--- src/rtl/div_chk_fifo.sv ---
`default_nettype none
// ============================================================================
// Module      : div_chk_fifo
// Description : Synchronous FIFO, combinational head read, push allowed when
//               full if a pop happens in the same cycle.
// Revision    : 1.0 - initial release
// ============================================================================
module div_chk_fifo #(
    parameter int WIDTH = 16,
    parameter int DEPTH = 16
) (
    input  logic             clk,
    input  logic             rst,
    input  logic             i_push,
    input  logic [WIDTH-1:0] i_data,
    input  logic             i_pop,
    output logic [WIDTH-1:0] o_head,
    output logic             o_full,
    output logic             o_empty
);

    localparam int c_aw = $clog2(DEPTH);

    logic [WIDTH-1:0] r_mem [DEPTH];
    logic [c_aw:0]    r_wr_ptr;
    logic [c_aw:0]    r_rd_ptr;
    logic             w_do_push;
    logic             w_do_pop;

    // Extra pointer MSB distinguishes full from empty when the indexes match.
    assign o_empty   = (r_wr_ptr == r_rd_ptr);
    assign o_full    = (r_wr_ptr[c_aw] != r_rd_ptr[c_aw]) &&
                       (r_wr_ptr[c_aw-1:0] == r_rd_ptr[c_aw-1:0]);
    assign w_do_pop  = i_pop && !o_empty;
    assign w_do_push = i_push && (!o_full || w_do_pop);
    assign o_head    = r_mem[r_rd_ptr[c_aw-1:0]];

    always_ff @(posedge clk) begin
        if (rst) begin
            r_wr_ptr <= '0;
            r_rd_ptr <= '0;
        end else begin
            if (w_do_push) r_wr_ptr <= r_wr_ptr + {{c_aw{1'b0}}, 1'b1};
            if (w_do_pop)  r_rd_ptr <= r_rd_ptr + {{c_aw{1'b0}}, 1'b1};
        end
    end

    always_ff @(posedge clk) begin
        if (w_do_push) r_mem[r_wr_ptr[c_aw-1:0]] <= i_data;
    end

endmodule
`default_nettype wire

--- config.mk ---
export PLATFORM = sky130hd
export DESIGN_NAME = div_chk_fifo
export DESIGN_NICKNAME = d
export VERILOG_FILES = /design/src/rtl/div_chk_fifo.sv
export SDC_FILE = /design/constraint.sdc
export NUM_CORES = 1
export LEC_CHECK = 0
export ABC_AREA = 0
export BUFFER_PORTS_ARGS = -buffer_cell sky130_fd_sc_hd__buf_4
export CAP_MARGIN = 10
export CORE_UTILIZATION = 30
export CTS_CLUSTER_DIAMETER = 50
export DETAILED_ROUTE_END_ITERATION = 8
export PLACE_DENSITY_LB_ADDON = 0.05
export RECOVER_POWER = 100
export SETUP_SLACK_MARGIN = 0.3
export SYNTH_ARGS = -nofsm -noshare
export SYNTH_HDL_FRONTEND = slang
export SYNTH_SLANG_ARGS = --single-unit
--- constraint.sdc ---
create_clock -name clk -period 2.9 [get_ports clk]
set_input_delay 0.58 -clock clk [delete_from_list [all_inputs] [get_ports clk]]
set_output_delay 0.58 -clock clk [all_outputs]
set_load 0.02 [all_outputs]
==> metrics.txt, run 1 <==
Syn Nets=465; CTS tree=done; DRT iter0 DRCs=381; Final min period=2990 ps; TritonCTS Buffers=36; DP Wirelength=14.3 mm; Max-Cap Viols=0; period utilization=103%; Port-buffer cells=37; layout cells sized above 1=34.8%; Max Fclk=334 MHz; Final setup viols=12; P per Cell Area=819 nW/µm²; Routed Antenna Nets=0; initial antenna violation count=1; cts hold-fix bufs=0; post-synthesis cell count=440; CTS Buffer Depth=3; sequential share of the synthesized area=76.0%; CP arrival=2410 ps; Global Route Usage Sum=15.0%; met2 usage=25.3%; Clk Latency, worst-skew pair=490 ps; synth top area cells=edfxtp_1, mux4_2, mux4_1; DRC violations left=0; crit end category=output port; vias=4807; reg2reg path depth=5; Synthesis Warnings=0; GRT overflow=0; failing checks=negative setup slack; largest net degree at the start of global routing=47; First-pass DRT Iterations=4; Final WS setup=-94.9 ps; Die X=189 µm; HP Class=primary input to flop; Clk pin slew, worst setup/hold paths=50 ps; Slew HR=41.6%; height of the die=189 µm; status=finished with violations; Initial Util=30.4%; I/O Pins=38; vias in the first global route=5245; Worst Setup Start Kind=flop; RD Place Congestion=0.708; top cell type by total area after synthesis=edfxtp_1; clock sink count=270; Setup TNS=-624 ps; Ant. Diodes=0; post-synth top area share=73.3%; Hold Vio Cnt, Final=0; core area=34500 µm²; Vias per Instance=4.72; Layout Utilization=37.4%; worst-case clock skew=8.21 ps; Rows=68; Synth cell types=29; WP data required=2320 ps; synthesized area=10500 µm²; Nets=562; first-pass GRT wire length=37.8 mm; die footprint=35700 µm²; met1 GRT Util=19.9%; crit-path max FO=5; worst slew pin tran=875 ps; WS Path Type=flop to output port; root buf cell=clkbuf_16; worst vdd ir=326 µV; hold path depth=2; Layout Area Growth over Synthesis=23.0%; GRT busiest layer=met2; Clock H-tree levels=2; routed length per instance=25.3 µm; GR Util met3=2.71%; P_leak=4.14 nW; Seq cells post-synth=270; PnR Total Power=10.6 mW; Routed Wire Length=25.8 mm; RSZ-0062 raised after global routing=true; Avg Cell Area, Syn=23.8 µm²; max-slew violation count=0
-- through the flow --
step / std cells / setup WS [ps] / area, µm² / hold WS (ps)
2_1_floorplan: 440 / 482 / 10500 / 538
3_3_place_gp: 943 / 295 / 11500 / 553
3_5_place_dp: 943 / 286 / 11500 / 566
4_1_cts: 1017 / -139 / 13100 / 337
5_1_grt: 1018 / -170 / 12900 / 350
6_report: 1018 / -94.9 / 12900 / 353
-- cells by family after synthesis --
group | share of synthesized area, %
simple gates | 1.98
fa+ha+maj | 0.597
xor+xnor | 1.09
flops | 76.0
compound gates | 0.513
buf+inv | 1.62
mux | 18.2
-- where the power goes --
group	switching [mW]	leakage, nW	internal (mW)
Sequential	0.0332	2.43	4.33
Combinational	0.650	1.08	0.812
Clock	1.63	0.629	3.11
Total	2.31	4.14	8.25
-- synth_stat cells --
library cell / number
edfxtp_1: 256
mux4_2: 60
mux4_1: 20
and3_1: 14
dfxtp_1: 14
nor2_1: 14
buf_2: 7
xnor2_1: 7
xor2_1: 6
ha_1: 5
nor2b_1: 5
buf_6: 4
clkbuf_1: 4
buf_4: 3
o211ai_1: 3
and2_1: 2
clkbuf_2: 2
inv_1: 2
mux2i_1: 2
buf_12: 1
buf_8: 1
mux2_2: 1
nand4_1: 1
nand4_2: 1
nor3_1: 1
o21ai_0: 1
o311a_1: 1
o31a_1: 1
o31ai_1: 1
-- layout by cell type (no fill, tap or decap), drive strengths merged, types with 3 or more instances in the layout --
cell type  synthesis  layout
edfxtp           256     256
clkbuf             6      84
mux4              80      80
buf               16      39
nor2              14      14
and3              14      14
dfxtp             14      14
bufinv             0       8
clkinv             0       8
xnor2              7       7
xor2               6       6
inv                2       6
nor2b              5       5
ha                 5       5
o211ai             3       3
-- cell type report --
class / count / area [µm²]
inverter: 2 / 7.51
multi-input combinational: 146 / 2290
clock buffer: 42 / 966
fill: 3161 / 21600
tap: 455 / 569
timing repair buffer: 81 / 761
sequential: 270 / 7970
clock inverter: 22 / 332
-- sequential cells by signal, summed over array words and instances, names as in the netlist, named ones only --
signal / flops
r_wr_ptr: 5
r_mem: 256
r_rd_ptr: 5
-- repair_timing --
| action | 4_1_cts | 5_1_grt |
|---|---|---|
| pin swaps | 0 | 0 |
| cloned | 5 | 1 |
| setup endpoints to repair | 16 | 16 |
| buffers inserted | 5 | 0 |
| gates resized for setup | 38 | 1 |
-- metal layers --
layer,vias up,wire [µm]
met5,-,11
met4,2,513
met3,35,856
met2,92,12900
met1,2600,11500
li1,2078,-
-- path summary, 6_finish.rpt --
check / start / endpoint / slack (ps)
max: flop / o_head[3] / -90
min: rst / r_wr_ptr[4]$_SDFFE_PP0P_ / 350
max reg2reg: r_wr_ptr[2]$_SDFFE_PP0P_ / r_mem[0][4]$_DFFE_PP_ / 270
min reg2reg: r_wr_ptr[4]$_SDFFE_PP0P_ / r_wr_ptr[4]$_SDFFE_PP0P_ / 580
-- worst max-delay path, stage by stage, from the launching register on --
cell and delay, ps:
dfxtp_4 380, buf_12 150, buf_12 120, buf_16 120
mux4_2 520, mux4_2 470, buf_6 150
Note: power is estimated with default switching activity, not from simulation.
==> inputs of run 2 (changes only) <==
- CORE_UTILIZATION: 30 -> 35
==> run 2 against run 1 <==
The run still ends with negative setup slack left. Die area decreased by 14%. Worst setup slack better by 30 ps. Register-to-register slack worse by 160 ps. Sequential power barely moved. Core utilization increased by 5.5 points. Clock power down 18%. Largest cell class unchanged. Largest power group is now sequential cells.
==> metrics.txt, run 2 (same netlist as run 1, synthesis figures left out) <==
hold_ws=375 ps (+22.7 ps); First-pass DRT Iterations=4 (unchanged); reg2reg path depth=7 (+2); Seq pwr share=45.3% (+4.0 points); DRC violations left=0 (unchanged); Max-Cap Viols=0 (unchanged); Crit path depth=5 (-1); status=finished with violations; Final min period=2960 ps (-30.3 ps); first-pass GRT wire length=35.1 mm (-7.2%); GRT busiest layer=met2; WS Path Type=flop to output port; post-route cell area=12500 µm² (-3.1%); P_leak=3.96 nW (-4.3%); P per Cell Area=771 nW/µm² (-5.8%); root buf cell=clkbuf_16; Clk Latency, worst-skew pair=490 ps (about the same); Storage cell area=7970 µm² (unchanged); height of the die=175 µm (-7.3%); layout cells sized above 1=30.0% (-4.8 points); CP arrival=2380 ps (-30 ps); crit-path cells=buf_12 > buf_16 > mux4_2 > mux4_2 > buf_6; WP data required=2320 ps (about the same); period utilization=102% (-1.0 points); Final WS setup=-64.5 ps (+30.3 ps); DRT iter0 DRCs=443 (+16%); vias=4787 (-0.42%); cts hold-fix bufs=0 (unchanged); vias in the first global route=5269 (+0.46%); initial antenna violation count=0 (-1); # fillers=2531 (-20%); hold path depth=2 (unchanged); CTS tree=done; Worst Setup Start Kind=flop; Routed Wire Length=23.9 mm (-7.4%); crit-path max FO=8 (+3); HP Class=primary input to flop; Layout Area Growth over Synthesis=19.2%; clock sink count=270 (unchanged); switching share of total power=22.3% (+0.40 points); worst vdd ir=423 µV (+30%); max-slew violation count=0 (unchanged); routed length per instance=25.6 µm (+0.95%); RSZ-0062 raised after global routing=true; worst slew pin tran=1260 ps (+385 ps); Die X=175 µm (-7.3%); Clk pin slew, worst setup/hold paths=50 ps (about the same); GR Util met3=2.50% (-0.20 points); die footprint=30600 µm² (-14%); Vias per Instance=5.13 (+8.5%); Clock H-tree levels=2 (unchanged); WP buf/inv=3 (-1); Slew HR=16.0% (-26 points); met2 usage=25.5% (+0.20 points); largest net degree at the start of global routing=65 (+38%); worst-path cell with the longest stage delay=mux4_2; dpl cells=867 (-8.1%); Net Sw Power=2.15 mW (-7.1%); most common cell after layout, fill and taps aside=edfxtp_1; most frequent cells in the layout=edfxtp_1, mux4_2, clkbuf_16, clkbuf_1, buf_6; Max Fclk=337 MHz (+1.0%); Ant. Diodes=0 (unchanged); area of the multi-input gates=2310 µm² (+1.1%); Routed Antenna Nets=0 (unchanged); logic gate share of total power=14.5% (+0.7 points); met1 GRT Util=23.0% (+3.1 points); TritonCTS Buffers=34 (-5.6%); Global Route Usage Sum=16.1% (+1.1 points); internal power=7.50 mW (-9.2%); Post-DP Area=11400 µm² (-1.5%); Hold Vio Cnt, Final=0 (unchanged); DP Wirelength=12.9 mm (-10%); Rows=62 (-8.8%); failing checks=negative setup slack; crit-path leading delay family=multiplexers; RD Place Congestion=0.667 (-5.8%); Non-Filler Instances=934 (-8.3%); I/O Pins=38 (unchanged); GRT overflow=0 (unchanged); core area=29100 µm² (-16%); CTS Buffer Depth=3 (unchanged); worst-case clock skew=8.25 ps (+0.0384 ps); number of flip-flops in the largest register=256 (unchanged); crit end category=output port; CP max stage delay=520 ps (about the same); Nets=553 (-1.6%); Initial Util=36.0% (+5.6 points); CP dominant cell by count=mux4_2; clock share of power=40.2% (-4.6 points); Final setup viols=15 (+3); Port-buffer cells=37 (unchanged)
==> run 2: cell count changes in the layout (fill, tap and decap cells not counted), moves of 3 or more <==
cell / before / now
clkbuf_2: 20 / 12
inv_6: 3 / 0
bufinv_16: 8 / 1
mux4_1: 5 / 11
mux4_2: 75 / 69
clkbuf_1: 25 / 36
==> run 2: area by class of cell <==
type | instances | share of cell area [%]
well taps | 384 | 3.84
clock buffers | 45 | 7.65
clock inverters | 13 | 0.761
multi-input cells | 146 | 18.5
flip-flops and latches | 270 | 63.8
repair buffers | 74 | 5.39
inverters | 2 | 0.0601
==> run 2: final timing paths <==
path                                   end                      from  slack, ps
setup / recovery                o_head[14]                      flop        -60
hold / removal    r_rd_ptr[4]$_SDFFE_PP0P_                       rst        380
setup reg to reg    r_mem[11][4]$_DFFE_PP_  r_wr_ptr[3]$_SDFFE_PP0P_        110
hold reg to reg   r_wr_ptr[4]$_SDFFE_PP0P_  r_wr_ptr[4]$_SDFFE_PP0P_        580
==> run 2: power groups by stage <==
stage | sequential (mW) | clock, mW | combinational (mW)
floorplan | 4.43 | 0 | 0.825
global placement | 4.44 | 0 | 1.17
detailed placement | 4.44 | 0 | 1.17
CTS | 4.36 | 3.99 | 1.41
global route | 4.37 | 4.15 | 1.49
finish | 4.37 | 3.88 | 1.39
==> run 2: through the flow <==
stage               setup slack (ps)  TNS [ps]  utilization, %  power [mW]
floorplan                        482         0               -        5.25
global placement                 336         0            39.0        5.60
detailed placement               324         0            39.0        5.61
CTS                             -136     -1420            43.3        9.77
global route                    -144     -2360            43.0        10.0
finish                         -64.5      -658            43.0        9.64
==> run 2: what timing repair did <==
item / 4_1_cts / 5_1_grt
resized for setup: 28 / 4
gates cloned: 4 / 2
setup buffers: 2 / 0
setup endpoints to repair: 16 / 32
pin swaps: 0 / 0
==> run 2: routing by layer <==
metal | vias to the layer above | share of wire, % | wire, µm
li1 | 2064 | - | -
met1 | 2592 | 46 | 10900
met2 | 97 | 48 | 11500
met3 | 34 | 3.7 | 891
met4 | 0 | 2.1 | 507
met5 | - | 0 | 0
